<file path="config.mk">
export PLATFORM = sky130hd
export DESIGN_NAME = regfile_arbiter_flat
export DESIGN_NICKNAME = d
export VERILOG_FILES = /design/src/rtl/regfile_arbiter_if.sv /design/src/rtl/regfile_arbiter.sv /design/src/flat_wrapper.sv
export SDC_FILE = /design/constraint.sdc
export NUM_CORES = 1
export LEC_CHECK = 0
export CAP_MARGIN = 30
export CORE_ASPECT_RATIO = 0.8
export CORE_MARGIN = 2
export CORE_UTILIZATION = 32
export CTS_BUF_LIST = sky130_fd_sc_hd__clkbuf_8
export CTS_CLUSTER_DIAMETER = 30
export CTS_CLUSTER_SIZE = 14
export DETAILED_ROUTE_END_ITERATION = 7
export GPL_ROUTABILITY_DRIVEN = 0
export PLACE_DENSITY = 0.78
export SLEW_MARGIN = 20
export SYNTH_ARGS = -nofsm -noshare
export SYNTH_HDL_FRONTEND = slang
export SYNTH_SLANG_ARGS = --single-unit
</file>
<file path="constraint.sdc">
create_clock -name clock -period 1.35 [get_ports clock]
set_clock_uncertainty 0.15 [all_clocks]
set_input_delay 0.135 -clock clock [delete_from_list [all_inputs] [get_ports clock]]
set_output_delay 0.135 -clock clock [all_outputs]
set_load 0.1 [all_outputs]
</file>
<file path="src/rtl/regfile_arbiter_if.sv">
// One requester's request/response channel into regfile_arbiter.
// master = client engine side, slave = arbiter side.
interface regfile_arbiter_if #(
   parameter int ADDR_WIDTH = 2,
   parameter int DATA_WIDTH = 8
);
   logic                  req_valid;
   logic                  req_ready;
   logic                  req_write;
   logic [ADDR_WIDTH-1:0] req_addr;
   logic [DATA_WIDTH-1:0] req_data;
   logic                  rsp_valid;
   logic                  rsp_ready;
   logic [DATA_WIDTH-1:0] rsp_data;

   modport master (
      output req_valid, req_write, req_addr, req_data, rsp_ready,
      input  req_ready, rsp_valid, rsp_data
   );

   modport slave (
      input  req_valid, req_write, req_addr, req_data, rsp_ready,
      output req_ready, rsp_valid, rsp_data
   );
endinterface

</file>
<file path="src/rtl/regfile_arbiter.sv">
// Round-robin arbiter sharing one two-port register file between requesters A and B.
// Optional macro REGFILE_ARB_WRITE_ACK_EN: writes also return a response carrying the write data.
module regfile_arbiter #(
   parameter int ADDR_WIDTH = 2,
   parameter int DATA_WIDTH = 8
) (
   input  logic                  clock,
   input  logic                  reset,
   regfile_arbiter_if.slave      a,
   regfile_arbiter_if.slave      b,
   output logic                  rf_write_en,
   output logic [ADDR_WIDTH-1:0] rf_write_address,
   output logic [DATA_WIDTH-1:0] rf_write_data,
   output logic [ADDR_WIDTH-1:0] rf_read_address,
   input  logic [DATA_WIDTH-1:0] rf_read_data
);

   typedef enum logic [1:0] {IDLE, RD_WAIT, RSP} state_t;
   typedef enum logic {REQ_A = 1'b0, REQ_B = 1'b1} req_t;

   state_t                state, state_nxt;
   req_t                  owner, owner_nxt;
   req_t                  prio, prio_nxt;
   logic [ADDR_WIDTH-1:0] rd_addr, rd_addr_nxt;
   logic [DATA_WIDTH-1:0] rsp_q, rsp_q_nxt;

   req_t                  grant;
   logic                  accept;
   logic                  sel_write;
   logic [ADDR_WIDTH-1:0] sel_addr;
   logic [DATA_WIDTH-1:0] sel_data;

   always_comb begin
      // NOTE: every signal driven here gets a default first, so no path can infer a latch.
      state_nxt        = state;
      owner_nxt        = owner;
      prio_nxt         = prio;
      rd_addr_nxt      = rd_addr;
      rsp_q_nxt        = rsp_q;
      rf_write_en      = 1'b0;
      rf_write_address = '0;
      rf_write_data    = '0;
      rf_read_address  = '0;

      // Grant only exists in IDLE and never while reset is held.
      accept    = !reset && (state == IDLE) && (a.req_valid || b.req_valid);
      grant     = (a.req_valid && b.req_valid) ? prio : (b.req_valid ? REQ_B : REQ_A);
      sel_write = (grant == REQ_B) ? b.req_write : a.req_write;
      sel_addr  = (grant == REQ_B) ? b.req_addr  : a.req_addr;
      sel_data  = (grant == REQ_B) ? b.req_data  : a.req_data;

      a.req_ready = accept && (grant == REQ_A);
      b.req_ready = accept && (grant == REQ_B);

      a.rsp_valid = !reset && (state == RSP) && (owner == REQ_A);
      b.rsp_valid = !reset && (state == RSP) && (owner == REQ_B);
      a.rsp_data  = a.rsp_valid ? rsp_q : '0;
      b.rsp_data  = b.rsp_valid ? rsp_q : '0;

      if (!reset) begin
         rf_read_address = (state == IDLE) ? (accept ? sel_addr : '0) : rd_addr;
      end

      case (state)
         IDLE: begin
            if (accept) begin
               prio_nxt = (grant == REQ_A) ? REQ_B : REQ_A;
               if (sel_write) begin
                  rf_write_en      = 1'b1;
                  rf_write_address = sel_addr;
                  rf_write_data    = sel_data;
`ifdef REGFILE_ARB_WRITE_ACK_EN
                  owner_nxt = grant;
                  rsp_q_nxt = sel_data;
                  state_nxt = RSP;
`endif
               end else begin
                  owner_nxt   = grant;
                  rd_addr_nxt = sel_addr;
                  state_nxt   = RD_WAIT;
               end
            end
         end
         RD_WAIT: begin
            // The file registered the address last cycle; its data is valid now.
            rsp_q_nxt = rf_read_data;
            state_nxt = RSP;
         end
         RSP: begin
            if ((owner == REQ_A) ? a.rsp_ready : b.rsp_ready) begin
               state_nxt = IDLE;
            end
         end
         default: state_nxt = IDLE;
      endcase
   end

   // The register file lives outside this block and keeps its contents across reset;
   // only control state and the response holding register are cleared here.
   always_ff @(posedge clock) begin
      // NOTE: sequential state uses non-blocking assignments so all registers update together.
      if (reset) begin
         state   <= IDLE;
         owner   <= REQ_A;
         prio    <= REQ_A;
         rd_addr <= '0;
         rsp_q   <= '0;
      end else begin
         state   <= state_nxt;
         owner   <= owner_nxt;
         prio    <= prio_nxt;
         rd_addr <= rd_addr_nxt;
         rsp_q   <= rsp_q_nxt;
      end
   end

endmodule

</file>
<file path="src/flat_wrapper.sv">
// flat-port wrapper written by rule: the top's interface ports become plain ports
module regfile_arbiter_flat 
#(
   parameter int ADDR_WIDTH = 2,
   parameter int DATA_WIDTH = 8
)
  (clock, reset, rf_write_en, rf_write_address, rf_write_data, rf_read_address, rf_read_data, a_req_valid, a_req_write, a_req_addr, a_req_data, a_rsp_ready, a_req_ready, a_rsp_valid, a_rsp_data, b_req_valid, b_req_write, b_req_addr, b_req_data, b_rsp_ready, b_req_ready, b_rsp_valid, b_rsp_data);
  regfile_arbiter_if #(.ADDR_WIDTH(ADDR_WIDTH), .DATA_WIDTH(DATA_WIDTH)) a_i ();
  regfile_arbiter_if #(.ADDR_WIDTH(ADDR_WIDTH), .DATA_WIDTH(DATA_WIDTH)) b_i ();
  input  logic clock;
  input  logic reset;
  output logic rf_write_en;
  output logic [ADDR_WIDTH-1:0] rf_write_address;
  output logic [DATA_WIDTH-1:0] rf_write_data;
  output logic [ADDR_WIDTH-1:0] rf_read_address;
  input  logic [DATA_WIDTH-1:0] rf_read_data;
  input wire logic [$bits(a_i.req_valid)-1:0] a_req_valid;
  input wire logic [$bits(a_i.req_write)-1:0] a_req_write;
  input wire logic [$bits(a_i.req_addr)-1:0] a_req_addr;
  input wire logic [$bits(a_i.req_data)-1:0] a_req_data;
  input wire logic [$bits(a_i.rsp_ready)-1:0] a_rsp_ready;
  output wire logic [$bits(a_i.req_ready)-1:0] a_req_ready;
  output wire logic [$bits(a_i.rsp_valid)-1:0] a_rsp_valid;
  output wire logic [$bits(a_i.rsp_data)-1:0] a_rsp_data;
  input wire logic [$bits(b_i.req_valid)-1:0] b_req_valid;
  input wire logic [$bits(b_i.req_write)-1:0] b_req_write;
  input wire logic [$bits(b_i.req_addr)-1:0] b_req_addr;
  input wire logic [$bits(b_i.req_data)-1:0] b_req_data;
  input wire logic [$bits(b_i.rsp_ready)-1:0] b_rsp_ready;
  output wire logic [$bits(b_i.req_ready)-1:0] b_req_ready;
  output wire logic [$bits(b_i.rsp_valid)-1:0] b_rsp_valid;
  output wire logic [$bits(b_i.rsp_data)-1:0] b_rsp_data;
  assign a_i.req_valid = a_req_valid;
  assign a_i.req_write = a_req_write;
  assign a_i.req_addr = a_req_addr;
  assign a_i.req_data = a_req_data;
  assign a_i.rsp_ready = a_rsp_ready;
  assign a_req_ready = a_i.req_ready;
  assign a_rsp_valid = a_i.rsp_valid;
  assign a_rsp_data = a_i.rsp_data;
  assign b_i.req_valid = b_req_valid;
  assign b_i.req_write = b_req_write;
  assign b_i.req_addr = b_req_addr;
  assign b_i.req_data = b_req_data;
  assign b_i.rsp_ready = b_rsp_ready;
  assign b_req_ready = b_i.req_ready;
  assign b_rsp_valid = b_i.rsp_valid;
  assign b_rsp_data = b_i.rsp_data;
  regfile_arbiter #(.ADDR_WIDTH(ADDR_WIDTH), .DATA_WIDTH(DATA_WIDTH)) u_core (.clock(clock), .reset(reset), .a(a_i), .b(b_i), .rf_write_en(rf_write_en), .rf_write_address(rf_write_address), .rf_write_data(rf_write_data), .rf_read_address(rf_read_address), .rf_read_data(rf_read_data));
endmodule
</file>
==> results of run 1 <==
-- kinds of logic after synthesis --
| family | Yosys count |
|---|---|
| buffers and inverters | 13 |
| multiplexers | 1 |
| flip-flops | 14 |
| AND/OR/NAND/NOR | 73 |
| AO/OA/AOI/OAI | 37 |
-- through the flow --
stage          setup slack, ns  hold slack, ns
2_1_floorplan            -1.15           0.121
3_5_place_dp            -0.639           0.310
3_3_place_gp            -0.494           0.297
==> impl_metrics.yaml, run 1 <==
synthesis:
  synth_xor_area_share_pct: 0
  synth_ff_type: "dfxtp_1"
  yosys_warnings: 0
  synth_top_cell_by_area: "dfxtp_1"
  synthTopCellsByCount: "24 x a21oi_1, 19 x nand2_1, 17 x and2_1, 17 x nand3_1, 14 x dfxtp_1"
  syn_nets: 174
  synth.area.top_cells: "dfxtp_1 29%, a21oi_1 13%, and2_1 11%"
  synth_edf_count: 0
  muxShareOfSynthArea_pct: 1.05
  synth_compound_area_share_pct: 22.6
  synth_top_area_share_pct: 29.3
  ys_ff_latch: 14
  synthSimpleGateAreaFrac_pct: 40.7
  synth_fa_ha_area_share_pct: 0
  synthDistinctLibCells: 28
  synthArstFlopShare_pct: 0
  synthesis.area_um2: 957
  avgSynthCellArea_um2: 6.94
  synth_top_family_by_area: "simple AND/OR/NAND/NOR gates"
  yosysMostFrequentCell: "a21oi_1"
  synthCells: 138
  yosysSeqAreaShare_pct: 29.3
clocking:
  post-cts-setup-buffers: 5
  post_cts_resized: 33
  cts_buffers: 3
  cts_max_path_buffers: 2
  ctsHoldBuffers: 0
  root_buffer: "clkbuf_8"
  cts-htree-levels: 1
  cts.sinks: 14
placement:
  portBuffers: 68
  dp_cells: 261
  hpwl_um: 3840
  placed_area_mm2: 0.00256
outcome:
  lastStage: "clock tree synthesis"
  firstError: "[ERROR DPL-0033] detailed placement checks failed during check placement."
  status: "stopped before the end"
die:
  fp.dieW_um: 65.1
  initial_core_util_pct: 34.1
  fp.dieH_um: 52.9
  rows: 17
  ios: 69
==> run 2: changes to the inputs <==
CORE_AREA = 2 2 63 65   (was not set)
CORE_ASPECT_RATIO = not set   (was 0.8)
CORE_MARGIN = not set   (was 2)
CORE_UTILIZATION = not set   (was 32)
CTS_BUF_LIST = not set   (was sky130_fd_sc_hd__clkbuf_8)
CTS_CLUSTER_DIAMETER = not set   (was 30)
CTS_CLUSTER_SIZE = not set   (was 14)
DIE_AREA = 0 0 65 67   (was not set)
PLACE_DENSITY = not set   (was 0.78)
PLACE_DENSITY_LB_ADDON = 0.15   (was not set)
clock period = 1.8 ns   (was 1.35 ns; I/O delays follow)
==> run 2 against run 1 <==
Effect of this change:
- the flow now finishes, with violations (negative setup slack)
- synthesized cell count stayed put
- synthesized area stayed put
==> impl_metrics.yaml, run 2 <==
clocking:
  ctsHoldBuffers: 0
  cts.sinks: 14
  clk_pin_slew_worst_paths_ns: 0.06
  clk-insertion-delay-late_ns: 0.25
  cts_max_path_buffers: 2
  tritoncts: "built"
  cts_buffers: 3
  cts-htree-levels: 1
  root_buffer: "clkbuf_8"
sta:
  tns_ns: -2.36
  tightest_slew_ns: 0.398
  period_share_pct: 108
  slew_headroom_pct: 73.2
  fin_ws_ns: -0.143
  hold_slack_ns: 0.293
  min_period_ns: 1.94
  setup_violations: 23
  rsz0062_at_grt: "true"
  hold_violations: 0
  timing.fmax_mhz: 515
  report.final.slew_viol_count: 0
die:
  dieArea_mm2: 0.00436
  core_mm2: 0.00361
  fp.dieH_um: 67
  ios: 69
  initial_core_util_pct: 26.5
  fp.dieW_um: 65
  rows: 22
synthesis:
  yosysMostFrequentCell: "a21oi_1"
  synthesis.area_um2: 957
  synthCells: 138
  synth.area.top_cells: "dfxtp_1 29%, a21oi_1 13%, and2_1 11%"
  synth_top_area_share_pct: 29.3
  avgSynthCellArea_um2: 6.94
  synth_ff_type: "dfxtp_1"
  synthDistinctLibCells: 28
  yosysSeqAreaShare_pct: 29.3
  synthTopCellsByCount: "24 x a21oi_1, 19 x nand2_1, 17 x and2_1, 17 x nand3_1, 14 x dfxtp_1"
  ys_ff_latch: 14
  syn_nets: 174
  synthArstFlopShare_pct: 0
  synth_top_cell_by_area: "dfxtp_1"
  yosys_warnings: 0
  synth_edf_count: 0
grt:
  grt_max_degree: 11
  antenna_found_initial: 0
  grt_use_total_pct: 20.9
  grt_remaining_overflow: 0
  grt_pass1_vias: 1502
  grt_pass1_wl_um: 7150
layout:
  drive_gt1_share_pct: 56.6
  final_cell_mix: "34 x buf_12, 32 x clkdlybuf4s50_1, 25 x buf_4"
  final_area_mm2: 0.00276
  regMostFlops: "u_core.rsp_q"
  final-seq-area_um2: 290
  diodes: 0
  multiInputGateArea_mm2: 0.00102
  post-route-util_pct: 76.4
  num-fill-cells: 228
  area.growth.synth_to_final_pct: 188
  largest_reg_flops: 8
  final_common_cell: "buf_12"
  nNetsFinal: 272
  largestRegisters: "u_core.rsp_q (8), u_core.rd_addr (2), u_core.state (2)"
critical_path:
  critPathMaxFanout: 5
  path_class: "flip-flop to output port"
  cp_data_arrival_time_ns: 1.61
  worstPathRequired_ns: 1.47
  critPathCaptureType: "output port"
  start_kind: "flip-flop"
pwr:
  leakagePower_nw: 1.01
  ir_worst_vdd_uv: 400
  p_per_area_mw_per_mm2: 474
route:
  num_vias: 1386
  met3RoutedLength_um: 261
  drt_iter0_markers: 66
  routedWlPerCell_um: 15.5
  routed_wl_um: 4380
  drtPass1Iterations: 4
  route.detailed.drc: 0
  wl_met1_um: 1630
  viasPerCell: 4.90
  routed.top_layer: "met4"
  final_antenna_net_count: 0
  wl_met2_um: 2410
placement:
  portBuffers: 68
  hpwl_um: 3080
  placed_area_mm2: 0.00249
outcome:
  violations: "negative setup slack"
  status: "complete, but fails checks"
min_path:
  hp-class: "input pin to flip-flop"
flow_run:
  drv_cap: 0
## run 2: what timing repair did
| item | 4_1_cts | 5_1_grt |
|---|---|---|
| gates resized for setup | 19 | 15 |
| pin swaps | 8 | 4 |
| gates cloned | 2 | 1 |
| endpoints found under the hold margin | 0 | 0 |
| buffers inserted | 3 | 5 |
| setup endpoints to repair | 33 | 32 |
## run 2: cell families (layout without fill, tap and decap cells)
kind of cell	count (synthesis)	count (layout)	share of synthesized area, %
DFF	14	14	29.3
and+or+nand+nor	73	74	40.7
muxes	1	1	1.05
AOI/OAI and AO/OA	37	37	22.6
buffers and inverters	13	109	6.40
## run 2: path summary, 6_finish.rpt
path / start / end / slack (ns) / cells past startpoint
max reg2reg: u_core.state[0] / u_core.owner / 0.01 / 5
min: reset / u_core.state[1] / 0.29 / 3
max: u_core.state[0] / rf_read_address[1] / -0.14 / 5
min reg2reg: u_core.rsp_q[7] / u_core.rsp_q[7] / 0.33 / 2
## run 2: metal layers
| metal | track usage, % | vias up |
|---|---|---|
| met1 | 22.9 | 654 |
| met3 | 4.90 | 8 |
| met4 | 4.52 | 0 |
| met5 | 0 | - |
| met2 | 40.3 | 53 |
| li1 | - | 671 |
## run 2: layout make-up
class | count | area share, %
clock buffers | 4 | 2.00
inverters | 3 | 0.545
multi-input cells | 112 | 36.9
flip-flops and latches | 14 | 10.5
well taps | 48 | 2.18
repair buffers | 102 | 47.9
## run 2: report_power, final
| group | leakage [nW] | internal [W] | switching [W] |
|---|---|---|---|
| combinational | 0.861 | 0.000293 | 0.000353 |
| clock | 0.0288 | 0.000194 | 0.000118 |
| sequential | 0.116 | 0.000330 | 0.0000181 |
| total | 1.01 | 0.000816 | 0.000489 |
## run 2: critical path, stage by stage, from the launching register on
cell	delay, ns
dfxtp_4	0.36
or3_4	0.39
nor2_4	0.17
o21ai_2	0.10
a21oi_4	0.15
buf_12	0.19
## run 2: per-stage QoR
stage               cells  power, W  worst slack (ns)
floorplan             138  0.000690            -0.742
global placement      268  0.000918            -0.166
detailed placement    268  0.000931            -0.200
CTS                   277   0.00127            -0.138
global route          283   0.00136            -0.202
finish                283   0.00131            -0.143
No activity file was read; power rests on OpenSTA's default activity.
==> run 3: changes to the inputs <==
GPL_TIMING_DRIVEN = 0   (was not set)
==> run 3 against run 2 <==
Effect of this change:
- the run still ends with negative setup slack left
- sequential share of layout area is 0.92 points higher
- flip-flop and latch count unchanged
- utilization shrank 6.1 points
- maximum frequency rose by 0.37%
- worst setup slack better by 0.0072 ns
- largest cell class unchanged
==> impl_metrics.yaml, run 3 (synthesis results as in run 2) <==
outcome:
  status: "complete, but fails checks"
  violations: "negative setup slack"
layout:
  post-route-util_pct: 70.3
  num-fill-cells: 253
  final_cell_mix: "33 x buf_12, 31 x clkdlybuf4s50_1, 18 x nand2_1"
  largest_reg_flops: 8
  regMostFlops: "u_core.rsp_q"
  final_area_mm2: 0.00253
  diodes: 0
  final-seq-area_um2: 290
  largestRegisters: "u_core.rsp_q (8), u_core.rd_addr (2), u_core.state (2)"
  area.growth.synth_to_final_pct: 165
  fin_cells: 268
  final_common_cell: "buf_12"
  multiInputGateArea_um2: 963
  drive_gt1_share_pct: 51.8
  nNetsFinal: 258
grt:
  grt_use_total_pct: 17.3
  grt_remaining_overflow: 0
  grt_max_degree: 11
  grt_pass1_wl_um: 5930
  antenna_found_initial: 0
  grt_pass1_vias: 1308
critical_path:
  worstPathRequired_ns: 1.47
  critPathMaxFanout: 6
  critPathCaptureType: "output port"
  reg2reg_depth: 5
  start_kind: "flip-flop"
  path_class: "flip-flop to output port"
  cp_data_arrival_time_ns: 1.61
clocking:
  cts_max_path_buffers: 2
  ctsHoldBuffers: 0
  cts-htree-levels: 1
  clk-insertion-delay-late_ns: 0.25
  clk_pin_slew_worst_paths_ns: 0.06
  cts_buffers: 3
  root_buffer: "clkbuf_8"
  cts.sinks: 14
  tritoncts: "built"
route:
  final_antenna_net_count: 0
  routed_wl_um: 3930
  route.detailed.drc: 0
  drtPass1Iterations: 4
  drt_iter0_markers: 32
  routedWlPerCell_um: 14.7
  viasPerCell: 4.86
  num_vias: 1302
placement:
  placed_area_mm2: 0.00203
  dp_cells: 252
  portBuffers: 66
  hpwl_um: 2580
die:
  fp.dieW_um: 65
  ios: 69
  core_mm2: 0.00361
  initial_core_util_pct: 26.5
  fp.dieH_um: 67
  rows: 22
  dieArea_mm2: 0.00436
sta:
  period_share_pct: 108
  timing.fmax_mhz: 517
  min_period_ns: 1.94
  hold_violations: 0
  fin_ws_ns: -0.136
  rsz0062_at_grt: "true"
  report.final.slew_viol_count: 0
  setup_violations: 25
  tightest_slew_ns: 0.647
  slew_headroom_pct: 56.9
pwr:
  ir_worst_vdd_uv: 224
  p_per_area_mw_per_mm2: 469
  leakagePower_nw: 0.907
min_path:
  hp-class: "input pin to flip-flop"
  min_delay_path_depth: 2
flow_run:
  drv_cap: 0
run 3: cell count changes in the layout (fill, tap and decap cells not counted), moves of 2 or more:
cell / delta
a21boi_0: -2
a21boi_1: +2
buf_4: -14
buf_6: -2
clkbuf_1: +3
clkbuf_2: +2
dlygate4sd2_1: -2
nand3_4: -2
run 3: final timing paths:
path / from / end / slack, ns
worst min-delay path: reset / u_core.rd_addr[1] / 0.003
worst min register to register: u_core.rsp_q[7] / u_core.rsp_q[7] / 0.33
worst max register to register: u_core.state[0] / u_core.rd_addr[0] / 0.15
worst max-delay path: u_core.state[0] / rf_write_address[0] / -0.14
run 3: repair_timing:
item                                    4_1_cts  5_1_grt
hold endpoints to repair                      0        0
endpoints found under the setup margin       33       31
pin swaps                                    12        4
gates cloned                                  0        1
setup buffers                                 5        8
resized for setup                           280       33
run 3: power by group:
part,total [W],switching [W],internal [W]
Clock,0.000259,0.000111,0.000148
Combinational,0.000580,0.000329,0.000251
Sequential,0.000349,0.0000199,0.000329
run 3: stage by stage:
stage / hold WS, ns / power (W) / setup WS (ns) / TNS (ns)
after detailed placement: 0.267 / 0.000838 / -1.27 / -30.83
final: 0.00259 / 0.00119 / -0.136 / -1.05
after global placement: 0.253 / 0.000829 / -1.25 / -29.87
after floorplan: 0.166 / 0.000690 / -0.742 / -6.33
after CTS: 0.00759 / 0.00116 / -0.168 / -1.22
after global routing: 0.00164 / 0.00124 / -0.184 / -2.76
run 3: critical path, cell delays in order (launching register included):
cell and delay [ns]:
dfxtp_4 0.36, or3_4 0.40, nor2_4 0.16, o21ai_4 0.12
nor2_4 0.14, buf_12 0.18
run 3: metal layers:
metal  vias up  global-route usage, %  part of all wire (%)
met3         2                   3.55                   5.5
li1        641                      -                     -
met5         -                      0                     0
met4         0                   3.19                  0.56
met1       616                   20.1                    41
met2        43                   32.9                    53
run 3: area by class of cell:
cell class / count / share of cell area [%]
timing repair buffer: 79 / 42.8
clock buffer: 3 / 1.63
buffer: 9 / 3.16
sequential: 14 / 11.5
inverter: 3 / 0.593
tap: 48 / 2.37
multi-input combinational: 112 / 38.0
